### src/rtl/ifetch.sv
// Instruction fetch stage: request PC, single-outstanding imem handshake,
// small {addr,inst} buffer in front of the IF/ID flop, redirect handling.
//
// state   | meaning
// --------+---------------------------------------------------------------
// FETCH   | no response outstanding; request pc_q when the buffer has room
// WAIT    | one granted request outstanding; response goes into the buffer
// DISCARD | redirected while a response was outstanding; drop that response
module ifetch #(
    parameter logic [31:0] RESET_PC   = 32'h0000_0000,
    parameter int unsigned FIFO_DEPTH = 2
) (
    input  logic        clk,
    input  logic        rst,
    output logic        imem_req_o,
    output logic [31:0] imem_addr_o,
    input  logic        imem_gnt_i,
    input  logic        imem_rvalid_i,
    input  logic [31:0] imem_rdata_i,
    input  logic        redirect_i,
    input  logic [31:0] redirect_addr_i,
    input  logic        stall_i,
    output logic [31:0] inst_o,
    output logic [31:0] inst_addr_o,
    output logic        inst_valid_o
);

    localparam int PW = $clog2(FIFO_DEPTH);
    localparam int CW = PW + 1;
    localparam logic [31:0] NOP = 32'h0000_0013;

    typedef enum logic [1:0] {
        S_FETCH   = 2'd0,
        S_WAIT    = 2'd1,
        S_DISCARD = 2'd2
    } state_t;

    state_t         state_q, state_d;
    logic [31:0]    pc_q, pc_d;
    logic [31:0]    pend_addr_q, pend_addr_d;
    logic [PW-1:0]  wr_ptr_q, wr_ptr_d;
    logic [PW-1:0]  rd_ptr_q, rd_ptr_d;
    logic [CW-1:0]  cnt_q, cnt_d;
    logic [31:0]    addr_mem_q [FIFO_DEPTH];
    logic [31:0]    addr_mem_d [FIFO_DEPTH];
    logic [31:0]    data_mem_q [FIFO_DEPTH];
    logic [31:0]    data_mem_d [FIFO_DEPTH];

    logic           fifo_wr;
    logic           fifo_pop;
    logic [CW:0]    cnt_after;
    logic           room;
    logic           can_issue;
    logic           handshake;
    logic [31:0]    redirect_pc;

    // Head-of-buffer presentation and the request decision.
    always_comb begin
        inst_valid_o = (cnt_q != '0);
        inst_o       = inst_valid_o ? data_mem_q[rd_ptr_q] : NOP;
        inst_addr_o  = inst_valid_o ? addr_mem_q[rd_ptr_q] : pc_q;
        fifo_pop     = inst_valid_o & ~stall_i;
        fifo_wr      = (state_q == S_WAIT) & imem_rvalid_i & ~redirect_i;
        // Occupancy after this edge; a request reserves the slot its response will use.
        cnt_after    = {1'b0, cnt_q} + (CW+1)'(fifo_wr) - (CW+1)'(fifo_pop);
        room         = (cnt_after < (CW+1)'(FIFO_DEPTH));
        can_issue    = (state_q == S_FETCH) | ((state_q == S_WAIT) & imem_rvalid_i);
        imem_req_o   = ~rst & ~redirect_i & can_issue & room;
        imem_addr_o  = pc_q;
        handshake    = imem_req_o & imem_gnt_i;
        redirect_pc  = redirect_addr_i & 32'hFFFF_FFFC;
    end

    // Next-state for FSM, PC, outstanding address and buffer.
    always_comb begin
        state_d     = state_q;
        pc_d        = pc_q;
        pend_addr_d = pend_addr_q;
        wr_ptr_d    = wr_ptr_q;
        rd_ptr_d    = rd_ptr_q;
        cnt_d       = cnt_after[CW-1:0];
        addr_mem_d  = addr_mem_q;
        data_mem_d  = data_mem_q;

        if (fifo_wr) begin
            addr_mem_d[wr_ptr_q] = pend_addr_q;
            data_mem_d[wr_ptr_q] = imem_rdata_i;
            wr_ptr_d             = wr_ptr_q + 1'b1;
        end
        if (fifo_pop) begin
            rd_ptr_d = rd_ptr_q + 1'b1;
        end
        if (handshake) begin
            pend_addr_d = pc_q;
            pc_d        = pc_q + 32'd4;
        end

        case (state_q)
            S_FETCH: begin
                if (handshake) state_d = S_WAIT;
            end
            S_WAIT: begin
                if (imem_rvalid_i) state_d = handshake ? S_WAIT : S_FETCH;
                else if (redirect_i) state_d = S_DISCARD;
            end
            S_DISCARD: begin
                if (imem_rvalid_i) state_d = S_FETCH;
            end
            default: state_d = S_FETCH;
        endcase

        // Redirect flushes the buffer and overrides any pop/write this cycle.
        if (redirect_i) begin
            pc_d     = redirect_pc;
            wr_ptr_d = '0;
            rd_ptr_d = '0;
            cnt_d    = '0;
        end
    end

    // State registers with synchronous reset.
    always_ff @(posedge clk) begin
        if (rst) begin
            state_q     <= S_FETCH;
            pc_q        <= RESET_PC;
            pend_addr_q <= RESET_PC;
            wr_ptr_q    <= '0;
            rd_ptr_q    <= '0;
            cnt_q       <= '0;
            addr_mem_q  <= '{default: '0};
            data_mem_q  <= '{default: '0};
        end else begin
            state_q     <= state_d;
            pc_q        <= pc_d;
            pend_addr_q <= pend_addr_d;
            wr_ptr_q    <= wr_ptr_d;
            rd_ptr_q    <= rd_ptr_d;
            cnt_q       <= cnt_d;
            addr_mem_q  <= addr_mem_d;
            data_mem_q  <= data_mem_d;
        end
    end

endmodule

### config.mk
export PLATFORM = sky130hd
export DESIGN_NAME = ifetch
export DESIGN_NICKNAME = d
export VERILOG_FILES = /design/src/rtl/ifetch.sv
export SDC_FILE = /design/constraint.sdc
export NUM_CORES = 1
export LEC_CHECK = 0
export ABC_AREA = 1
export CAP_MARGIN = 20
export CORE_UTILIZATION = 52
export CTS_BUF_LIST = sky130_fd_sc_hd__clkbuf_16
export CTS_CLUSTER_SIZE = 20
export DETAILED_ROUTE_END_ITERATION = 8
export HOLD_SLACK_MARGIN = 0.1
export PLACE_DENSITY = 0.84
export SYNTH_ARGS = -nofsm -noshare
export SYNTH_HDL_FRONTEND = slang
export SYNTH_SLANG_ARGS = --single-unit
### constraint.sdc
create_clock -name clk -period 5 [get_ports clk]
set_input_delay 1.5 -clock clk [delete_from_list [all_inputs] [get_ports clk]]
set_output_delay 1.5 -clock clk [all_outputs]
set_load 0.02 [all_outputs]
==> summary.md, run 1 <==
| Metric | Value |
|---|---|
| Fin Clk Skew | `10.2 ps` |
| Inserted Diodes | `0` |
| Switching power | `0.000833 W` |
| Drt initial violations | `around 840` |
| Sequential share of power | `0.471` |
| Final-report hold violation count | `0` |
| Initial antenna violation count | `0` |
| Final ANT Viol Nets | `0` |
| Hold buffer count at CTS | `0` |
| Row Count | `47` |
| Commonest cells after routing, fill and taps aside | `a21oi_1 (266), o21ai_0 (212), dfxtp_1 (189), nand2_1 (184), inv_1 (172)` |
| Global-route usage over all layers | `0.281` |
| Internal reg-to-reg setup slack | `~1600 ps` |
| Crit end category | `output port` |
| Avg Vias per Cell | `5.50` |
| Drt pass-1 iters | `5` |
| Final worst-path cycle share | `0.969` |
| Clock sinks | `190` |
| Netlist cell types | `35` |
| Internal power | `about 0.0025 W` |
| Rel. slew slack | `0.301` |
| WP data required | `roughly 3500 ps` |
| DP Worst Slack | `-723 ps` |
| Slowest library cell on the worst path | `fa_1` |
| Setup Crit Path Kind | `input port to output port` |
| Switching Fraction | `0.247` |
| PnR worst setup slack | `155 ps` |
| Worst R2R End | `imem_addr_o[18]` |
| Cts bufs inserted | `17` |
| Reg2reg start | `state_q[0]` |
| Max-slew violations | `0` |
| DP HPWL | `about 16,000 µm` |
| MaxCap Viol Count | `0` |
| Hold_sp | `data_mem_q[39]` |
| Synth warnings | `0` |
| Vias in the first global route | `8,023` |
| Clock Latency Late Sink | `440 ps` |
| Comb pwr share | `0.105` |
| H-Tree Depth | `4` |
| Vias after detailed routing | `8,823` |
| Clock Power Share | `0.424` |
| Most frequent CP cell | `inv_2` |
| CP arrival | `between 3000 and 4000 ps` |
| Seq/Total Area, Yosys | `0.436` |
| PwrDens | `about 300 nW/µm²` |
| Overall power | `roughly 0.0034 W` |
| RSZ-0062 raised after global routing | `false` |
| Worst-path maximum fanout | `2` |
| Die X | `between 100 and 150 µm` |
| DIE HEIGHT | `around 130 µm` |
| Final setup fails | `0` |
| Drc violations | `0` |
| Total negative slack | `0 ps` |
| Clk slew on worst S/H paths | `about 70 ps` |
| Syn_area_per_cell | `between 6 and 7 µm²` |
| Longest Clk Path Bufs | `2` |
| PortBufs | `roughly 160` |
| Largest net degree at the start of global routing | `106` |
| Core Footprint | `16,500 µm²` |
| Final WL | `approximately 24,000 µm` |
| TritonCTS clock tree | `done` |
| Total Nets Final | `1,446` |
| Synthesis-stage register bit count | `190` |
| Worst setup SP type | `input port` |
| Synth-to-layout area growth | `25.9%` |
| First-pass GRT wire length | `~40,000 µm` |
| Initial core utilization | `0.530` |
| Reg2Reg Depth | `22` |
| Crit-path cells | `clkbuf_2 > inv_2 > nor3_4 > inv_2 > ha_4 > inv_1 > ha_2 > inv_1 > fa_1 > nand2_1 > nor2_2 > nand2_1 > inv_2 > buf_6` |
| Gate Count Post-Synth | `roughly 1,300` |
| Maximum operating frequency | `approximately 210 MHz` |
| Die Area | `around 17,000 µm²` |
| Post-layout min period | `approximately 4800 ps` |
| Outcome | `complete, no violations` |
| Post-Syn Area | `8730 µm²` |
| Boundary Pins | `~170` |
| Hold Path Class | `flip-flop to flip-flop` |
| Clock Tree Root | `clkbuf_16` |
| Synth top area share | `0.436` |
| RePlAce Congestion | `roughly 0.94` |
| Share of cells above drive strength 1 | `0.0535` |
| Hold Path Sink | `data_mem_q[39]` |
| Slowest stage delay, CP | `~530 ps` |
| Total congestion overflow | `0` |
| WL per Instance | `15.0 µm` |
| Worst VDD drop | `roughly 280 µV` |
| Cell taking the most area after synthesis | `dfxtp_1` |
| Hold path depth | `2` |
| Most common cell after layout, fill and taps aside | `a21oi_1` |
| Worst Max-Slew Pin Slew | `between 1000 and 1500 ps` |
| P_leak | `about 4 nW` |
| Hold Slack | `441 ps` |
| Ranking of synthesized cells by area | `dfxtp_1 (44%), a21oi_1 (15%), o21ai_0 (12%)` |
state kept, by name, indices dropped and copies added, names as in the netlist:
| name | flops |
|---|---|
| data_mem_q | 64 |
| state_q | 2 |
| cnt_q | 2 |
| addr_mem_q | 60 |
| imem_addr_o | 30 |
| rd_ptr_q | 1 |
| wr_ptr_q | 1 |
| pend_addr_q | 30 |
repair_timing:
action / CTS / global route
pin swaps: 2 / 6
endpoints found under the setup margin: 1 / 1
gates resized for setup: 10 / 9
gates cloned: 0 / 0
buffers inserted: 1 / 0
layer usage:
metal  track usage  routed length (µm)  vias to the layer above
met5             0                   0                        -
met4         0.110                 671                        0
met3        0.0451                1860                       53
met2         0.445               11200                      397
met1         0.383               10400                     4059
li1              -                   -                     4314
power groups by stage:
stage | Combinational, W | Sequential, W | Clock [W]
global placement | 0.000341 | 0.00162 | 0
CTS | 0.000350 | 0.00159 | 0.00143
detailed placement | 0.000346 | 0.00162 | 0
global route | 0.000382 | 0.00159 | 0.00150
floorplan | 0.000166 | 0.00163 | 0
finish | 0.000353 | 0.00159 | 0.00143
worst max path at each step:
stage | startpoint | to | slack (ps)
floorplan | redirect_i | imem_req_o | 280
global placement | imem_rvalid_i | imem_req_o | -660
detailed placement | imem_rvalid_i | imem_req_o | -720
CTS | stall_i | imem_req_o | 20
global route | imem_rvalid_i | imem_req_o | 20
finish | imem_rvalid_i | imem_req_o | 160
cells in the mapped netlist, drive strengths merged:
master and count:
ha 3, o21ai 214, a31oi 6, a22oi 1
conb 1, or2 2, a21oi 266, o211ai 1
or4 1, buf 25, xnor2 2, dfxtp 190
fa 1, xor2 5, clkinv 3, clkbuf 62
nand2 186, nor2 66, nand3 37, nor3 4
nand4 2, inv 178
worst max-delay path, delay by kind of cell:
family,cells,cell delay [ps]
buffers and inverters,7,470
adder cells (fa/ha/maj),3,910
AND/OR/NAND/NOR,4,450
metrics by stage:
step | cell area [µm²] | utilization | std cells
final | 11000 | 0.668 | 1604
after global routing | 11000 | 0.668 | 1604
after CTS | 11000 | 0.667 | 1604
after detailed placement | 10400 | 0.629 | 1572
after global placement | 10400 | 0.629 | 1572
after floorplan | 8740 | - | 1259
cells by family (layout without fill, tap and decap cells):
| group | Yosys count | after routing | share of synthesized area |
|---|---|---|---|
| AOI/OAI and AO/OA | 488 | 488 | 0.281 |
| xor gates and xnor gates | 7 | 7 | 0.00702 |
| adders and majority gates | 4 | 4 | 0.00659 |
| buffers and inverters | 268 | 393 | 0.130 |
| DFF | 190 | 190 | 0.436 |
| other | 1 | 4 | 0.000429 |
| and+or+nand+nor | 298 | 298 | 0.139 |
layout make-up:
| class | instances | area (µm²) |
|---|---|---|
| fill | 1412 | 5470 |
| multi-input combinational | 801 | 3830 |
| sequential | 190 | 3800 |
| timing repair buffer | 181 | 1790 |
| inverter | 181 | 679 |
| clock buffer | 17 | 425 |
| tap | 220 | 275 |
| clock inverter | 14 | 188 |
Power figures use the tool's default switching activity.
==> run 2: changes to the inputs <==
--- a/config.mk
+++ b/config.mk
@@ -7,12 +7,13 @@
 export LEC_CHECK = 0
 export ABC_AREA = 1
 export CAP_MARGIN = 20
+export CORE_ASPECT_RATIO = 1.75
 export CORE_UTILIZATION = 52
 export CTS_BUF_LIST = sky130_fd_sc_hd__clkbuf_16
-export CTS_CLUSTER_SIZE = 20
+export CTS_CLUSTER_SIZE = 12
 export DETAILED_ROUTE_END_ITERATION = 8
 export HOLD_SLACK_MARGIN = 0.1
-export PLACE_DENSITY = 0.84
+export PLACE_DENSITY = 0.8
 export SYNTH_ARGS = -nofsm -noshare
 export SYNTH_HDL_FRONTEND = slang
 export SYNTH_SLANG_ARGS = --single-unit
==> run 2 against run 1 <==
Wire length is 0.50% lower. Global-route usage is 0.052 points lower. Highest routed layer unchanged. Clock skew is 0.56 ps higher. Combinational power is 1% lower. Die area is 0.12% higher. Non-clock buffer count is 2 higher. Design area hardly changed. Sequential cell count stayed put. Sequential share of layout area hardly changed. Core utilization is 0.12 points higher.
==> summary.md, run 2 (synthesized netlist as in run 1, its figures left out) <==
| Metric | Value |
|---|---|
| Outcome | `complete, no violations (unchanged)` |
| Fin Clk Skew | `10.7 ps (was 10.2 ps)` |
| Rel. slew slack | `0.493 (was 0.301)` |
| Total congestion overflow | `0 (unchanged)` |
| Core Footprint | `16,400 µm² (was 16,500 µm²)` |
| Internal reg-to-reg setup slack | `1780 ps (was 1580 ps)` |
| Final Util | `0.669 (was 0.668)` |
| Setup crit start | `redirect_i (was imem_rvalid_i)` |
| Largest registers | `data_mem_q x64, addr_mem_q x60 (unchanged)` |
| TritonCTS clock tree | `done (unchanged)` |
| Post-layout min period | `4820 ps (was 4840 ps)` |
| Initial antenna violation count | `0 (unchanged)` |
| Final Instance Count excl. Fillers | `1,611 (was 1,604)` |
| Worst setup SP type | `input port (unchanged)` |
| DIE HEIGHT | `173 µm (was 132 µm)` |
| Drt pass-1 iters | `5 (unchanged)` |
| Commonest cells after routing, fill and taps aside | `a21oi_1 (266), o21ai_0 (212), dfxtp_1 (189), nand2_1 (184), inv_1 (173) (was a21oi_1 (266), o21ai_0 (212), dfxtp_1 (189), nand2_1 (184), inv_1 (172))` |
| CP arrival | `3320 ps (was 3340 ps)` |
| PwrDens | `302 nW/µm² (was 307 nW/µm²)` |
| Vias in the first global route | `7,813 (was 8,023)` |
| Share of cells above drive strength 1 | `0.0534 (was 0.0535)` |
| Critical path endpoint | `imem_req_o (unchanged)` |
| Final worst-path cycle share | `0.964 (was 0.969)` |
| Inserted Diodes | `0 (unchanged)` |
| Worst-path maximum fanout | `2 (unchanged)` |
| Final WL | `24,000 µm (was 24,100 µm)` |
| Fillers | `1,464 (was 1,412)` |
| Synth-to-layout area growth | `26.0% (was 25.9%)` |
| Die Area | `17,300 µm² (about the same)` |
| First-pass GRT wire length | `38,100 µm (was 39,600 µm)` |
| Overall power | `0.00332 W (was 0.00337 W)` |
| Register with the most flip-flops | `data_mem_q (unchanged)` |
| Drt initial violations | `480 (was 837)` |
| Total Nets Final | `1,448 (was 1,446)` |
| Final ANT Viol Nets | `0 (unchanged)` |
| Multi-input gate area in the final layout | `3830 µm² (about the same)` |
| Hold Path Class | `flip-flop to flip-flop (unchanged)` |
| Max-slew violations | `0 (unchanged)` |
| DP Worst Slack | `-710 ps (was -723 ps)` |
| Sequential Area | `3800 µm² (unchanged)` |
| Most common cell after layout, fill and taps aside | `a21oi_1 (unchanged)` |
| Worst R2R End | `imem_addr_o[13] (was imem_addr_o[18])` |
| Die X | `100 µm (was 132 µm)` |
| Longest Clk Path Bufs | `2 (unchanged)` |
| Reg2Reg Depth | `21 (was 22)` |
| Clk slew on worst S/H paths | `70 ps (about the same)` |
| Drc violations | `0 (unchanged)` |
| P_leak | `4.02 nW (was 4.01 nW)` |
| Hold Slack | `440 ps (was 441 ps)` |
| Initial core utilization | `0.531 (was 0.530)` |
| Global-route usage over all layers | `0.281 (about the same)` |
| Post-Place Cells | `1,579 (was 1,572)` |
| Clock Latency Late Sink | `430 ps (was 440 ps)` |
| WP data required | `3500 ps (about the same)` |
| Final-report hold violation count | `0 (unchanged)` |
| Vias after detailed routing | `8,558 (was 8,823)` |
| Maximum operating frequency | `207 MHz (was 206 MHz)` |
| Crit end category | `output port (unchanged)` |
| Clock Tree Root | `clkbuf_16 (unchanged)` |
| Worst VDD drop | `231 µV (was 284 µV)` |
| Reg2reg start | `state_q[0] (unchanged)` |
| Avg Vias per Cell | `5.31 (was 5.50)` |
| Cts bufs inserted | `17 (unchanged)` |
| Number of flip-flops in the largest register | `64 (unchanged)` |
| Hold buffer count at CTS | `0 (unchanged)` |
| Clock sinks | `190 (unchanged)` |
| PnR worst setup slack | `179 ps (was 155 ps)` |
| Row Count | `62 (was 47)` |
| PortBufs | `161 (unchanged)` |
| RePlAce Congestion | `0.999 (was 0.939)` |
| WL per Instance | `14.9 µm (was 15.0 µm)` |
| Worst Max-Slew Pin Slew | `758 ps (was 1050 ps)` |
| MaxCap Viol Count | `0 (unchanged)` |
| H-Tree Depth | `4 (unchanged)` |
| Final setup fails | `0 (unchanged)` |
| Post-CTS Setup Bufs | `0 (was 1)` |
| Setup Crit Path Kind | `input port to output port (unchanged)` |
| DP HPWL | `16,200 µm (was 15,500 µm)` |
| Largest net degree at the start of global routing | `92 (was 106)` |
| Boundary Pins | `168 (unchanged)` |
==> run 2: stage by stage <==
stage,cell area [µm²],setup TNS (ps)
finish,11000,0
global placement,10400,-691
detailed placement,10400,-710
floorplan,8740,0
global route,11000,-2.52
CTS,11000,0
==> run 2: cell type report <==
cell class                 count  share of cell area
clock buffer                  17              0.0387
sequential                   190               0.346
timing repair buffer         183               0.164
multi-input combinational    801               0.348
inverter                     181              0.0618
tap                          224              0.0255
clock inverter                15              0.0163
==> run 2: worst min-delay path by stage <==
stage / start / end / cells past startpoint
after floorplan: data_mem_q[34] / data_mem_q[34] / 2
after global placement: data_mem_q[52] / data_mem_q[52] / 2
after detailed placement: data_mem_q[55] / data_mem_q[55] / 2
after CTS: data_mem_q[55] / data_mem_q[55] / 2
after global routing: data_mem_q[53] / data_mem_q[53] / 2
final: data_mem_q[44] / data_mem_q[44] / 2
==> run 2: layer usage <==
metal | share of wire | routed length [µm] | track usage
met4 | 0.051 | 1230 | 0.152
met3 | 0.047 | 1120 | 0.0383
met1 | 0.39 | 9330 | 0.312
met5 | 0 | 0 | 0
met2 | 0.51 | 12300 | 0.507
==> run 2: power by group <==
| group | internal, W | switching, W |
|---|---|---|
| Combinational | 0.000156 | 0.000193 |
| Sequential | 0.00155 | 0.0000383 |
| Clock | 0.000757 | 0.000629 |
==> run 2: repair_timing <==
| item | 4_1_cts | 5_1_grt |
|---|---|---|
| endpoints found under the setup margin | 1 | 1 |
| pin swaps | 2 | 5 |
| gates resized for setup | 10 | 6 |
==> run 2: worst max-delay path, stage by stage <==
cell and delay [ps]:
clkdlybuf4s15_1 210, nor3_4 160, inv_2 70, ha_4 200, inv_1 50, ha_1 130, inv_1 50, fa_1 520
nand2_1 70, nor2_2 120, nand2_1 60, inv_1 70, buf_6 110
==> run 3: changes to the inputs <==
--- a/config.mk
+++ b/config.mk
@@ -14,6 +14,7 @@
 export DETAILED_ROUTE_END_ITERATION = 8
 export HOLD_SLACK_MARGIN = 0.1
 export PLACE_DENSITY = 0.8
+export SETUP_SLACK_MARGIN = 0.2
 export SYNTH_ARGS = -nofsm -noshare
 export SYNTH_HDL_FRONTEND = slang
 export SYNTH_SLANG_ARGS = --single-unit
==> run 3 against run 2 <==
Total power grew 0.15%. Sequential power is essentially flat. Largest cell class unchanged. Worst hold slack is essentially flat.
==> summary.md, run 3 (synthesized netlist as in run 1, its figures left out) <==
| Metric | Value |
|---|---|
| Vias after detailed routing | `8,592 (was 8,558)` |
| Hold Path Class | `flip-flop to flip-flop (unchanged)` |
| DIE HEIGHT | `173 µm (unchanged)` |
| Clock Tree Root | `clkbuf_16 (unchanged)` |
| Total congestion overflow | `0 (unchanged)` |
| Internal power | `0.00246 W (about the same)` |
| Slowest stage delay, CP | `500 ps (was 520 ps)` |
| Row Count | `62 (unchanged)` |
| H-Tree Depth | `4 (unchanged)` |
| Setup Crit Path Kind | `input port to output port (unchanged)` |
| Total Nets Final | `1,452 (was 1,448)` |
| Crit end category | `output port (unchanged)` |
| Share of cells above drive strength 1 | `0.0590 (was 0.0534)` |
| Die Area | `17,300 µm² (unchanged)` |
| Rel. slew slack | `0.484 (was 0.493)` |
| Sequential share of power | `0.477 (was 0.478)` |
| Met1 wire length | `9500 µm (was 9330 µm)` |
| Cts bufs inserted | `17 (unchanged)` |
| Max-slew violations | `0 (unchanged)` |
| Outcome | `complete, no violations (unchanged)` |
| Slowest library cell on the worst path | `fa_1 (unchanged)` |
| WP data required | `3500 ps (about the same)` |
| Buf/Inv on CP | `7 (was 6)` |
| Highest routed layer | `met4 (unchanged)` |
| Switching Fraction | `0.260 (was 0.259)` |
| Final worst-path cycle share | `0.951 (was 0.964)` |
| Final Util | `0.672 (was 0.669)` |
| Number of flip-flops in the largest register | `64 (unchanged)` |
| Core Footprint | `16,400 µm² (unchanged)` |
| Largest delay share family, worst path | `adder cells (unchanged)` |
| Die X | `100 µm (unchanged)` |
| Vias in the first global route | `7,882 (was 7,813)` |
| Avg Vias per Cell | `5.32 (was 5.31)` |
| Switching power | `0.000863 W (was 0.000860 W)` |
| Final ANT Viol Nets | `0 (unchanged)` |
| Drt initial violations | `570 (was 480)` |
| Worst VDD drop | `232 µV (was 231 µV)` |
| Longest Clk Path Bufs | `2 (unchanged)` |
| DP HPWL | `16,200 µm (unchanged)` |
| Commonest cells after routing, fill and taps aside | `a21oi_1 (266), o21ai_0 (212), dfxtp_1 (189), nand2_1 (184), inv_1 (171) (was a21oi_1 (266), o21ai_0 (212), dfxtp_1 (189), nand2_1 (184), inv_1 (173))` |
| Worst Max-Slew Pin Slew | `771 ps (was 758 ps)` |
| Worst-path maximum fanout | `2 (unchanged)` |
| Comb pwr share | `0.106 (was 0.105)` |
| Final setup fails | `0 (unchanged)` |
| Fin Clk Skew | `11.0 ps (was 10.7 ps)` |
| RSZ-0062 raised after global routing | `true` |
| Final Instance Count excl. Fillers | `1,615 (was 1,611)` |
| Drt pass-1 iters | `5 (unchanged)` |
| TritonCTS clock tree | `done (unchanged)` |
| Clk slew on worst S/H paths | `70 ps (about the same)` |
| Worst setup SP type | `input port (unchanged)` |
| Most common cell after layout, fill and taps aside | `a21oi_1 (unchanged)` |
| PwrDens | `301 nW/µm² (was 302 nW/µm²)` |
| Crit-path cells | `buf_8 > inv_4 > nor3_4 > inv_2 > ha_4 > inv_2 > ha_4 > inv_2 > fa_1 > nand2_1 > nor2_2 > nand2_1 > inv_1 > buf_6 (was clkdlybuf4s15_1 > nor3_4 > inv_2 > ha_4 > inv_1 > ha_1 > inv_1 > fa_1 > nand2_1 > nor2_2 > nand2_1 > inv_1 > buf_6)` |
| Fillers | `1,451 (was 1,464)` |
| Met3 routed WL | `988 µm (was 1120 µm)` |
| Global-route usage over all layers | `0.283 (was 0.281)` |
| First-pass GRT wire length | `38,400 µm (was 38,100 µm)` |
| Clock Power Share | `0.417 (about the same)` |
| Inserted Diodes | `0 (unchanged)` |
| Boundary Pins | `168 (unchanged)` |
| Initial core utilization | `0.531 (unchanged)` |
| Initial antenna violation count | `0 (unchanged)` |
| Multi-input gate area in the final layout | `3850 µm² (was 3830 µm²)` |
| Largest registers | `data_mem_q x64, addr_mem_q x60 (unchanged)` |
| Largest net degree at the start of global routing | `92 (unchanged)` |
| Hold buffer count at CTS | `0 (unchanged)` |
| PortBufs | `161 (unchanged)` |
| Final-report hold violation count | `0 (unchanged)` |
| Post-Place Cells | `1,579 (unchanged)` |
| Synth-to-layout area growth | `26.6% (was 26.0%)` |
| Clock Latency Late Sink | `430 ps (about the same)` |
| Final WL | `24,200 µm (was 24,000 µm)` |
| Hold Slack | `440 ps (about the same)` |
| RePlAce Congestion | `0.999 (unchanged)` |
| Clock sinks | `190 (unchanged)` |
| Maximum operating frequency | `210 MHz (was 207 MHz)` |
| WL per Instance | `15.0 µm (was 14.9 µm)` |
| Drc violations | `0 (unchanged)` |
| Sequential Area | `3800 µm² (unchanged)` |
| MaxCap Viol Count | `0 (unchanged)` |
| Post-layout min period | `4750 ps (was 4820 ps)` |
| Register with the most flip-flops | `data_mem_q (unchanged)` |
| Most frequent CP cell | `inv_2 (was inv_1)` |
| Met2 wire length | `12,400 µm (was 12,300 µm)` |
| CP arrival | `3250 ps (was 3320 ps)` |
| P_leak | `4.03 nW (was 4.02 nW)` |
## run 3: area by class of cell
cell class,instances,area share
Clock inverter,15,0.0162
Inverter,181,0.0617
Tap cell,224,0.0254
Multi-Input combinational cell,801,0.348
Sequential cell,190,0.344
Clock buffer,17,0.0385
Timing Repair Buffer,187,0.166
## run 3: power by group through the flow
stage	Clock, W	Sequential [W]	Combinational (W)
floorplan	0	0.00163	0.000166
global placement	0	0.00162	0.000343
detailed placement	0	0.00162	0.000346
CTS	0.00141	0.00158	0.000349
global route	0.00147	0.00159	0.000382
finish	0.00139	0.00159	0.000352
## run 3: worst paths after layout
check            startpoint               to  slack, ps  depth (start not counted)
min reg2reg  data_mem_q[44]   data_mem_q[44]        440                          2
max reg2reg      state_q[0]  imem_addr_o[13]       1770                         21
max           imem_rvalid_i       imem_req_o        250                         14
min          data_mem_q[44]   data_mem_q[44]        440                          2
## run 3: worst min-delay path, delay by kind of cell, from the launching register on
kind | cells | cell delay, ps
buffers and inverters | 1 | 40
flip-flops | 1 | 310
AO/OA/AOI/OAI | 1 | 50
## run 3: layer usage
metal / GRT usage / up-vias
li1: - / 4331
met1: 0.312 / 3926
met2: 0.510 / 267
met3: 0.0383 / 68
met4: 0.157 / 0
met5: 0 / -
## run 3: timing repair
action                     in CTS  in global routing
setup endpoints to repair       1                  1
gates resized for setup        22                  5
buffers inserted                2                  2
pin swaps                       5                  5
gates cloned                    0                  0
## run 3: metrics by stage
step	setup slack [ps]	total power (W)	area, µm²	setup TNS (ps)
after global routing	133	0.00344	11100	0
after global placement	-691	0.00196	10400	-691
final	247	0.00333	11100	0
after detailed placement	-710	0.00196	10400	-710
after floorplan	276	0.00179	8740	0
after CTS	222	0.00334	11000	0
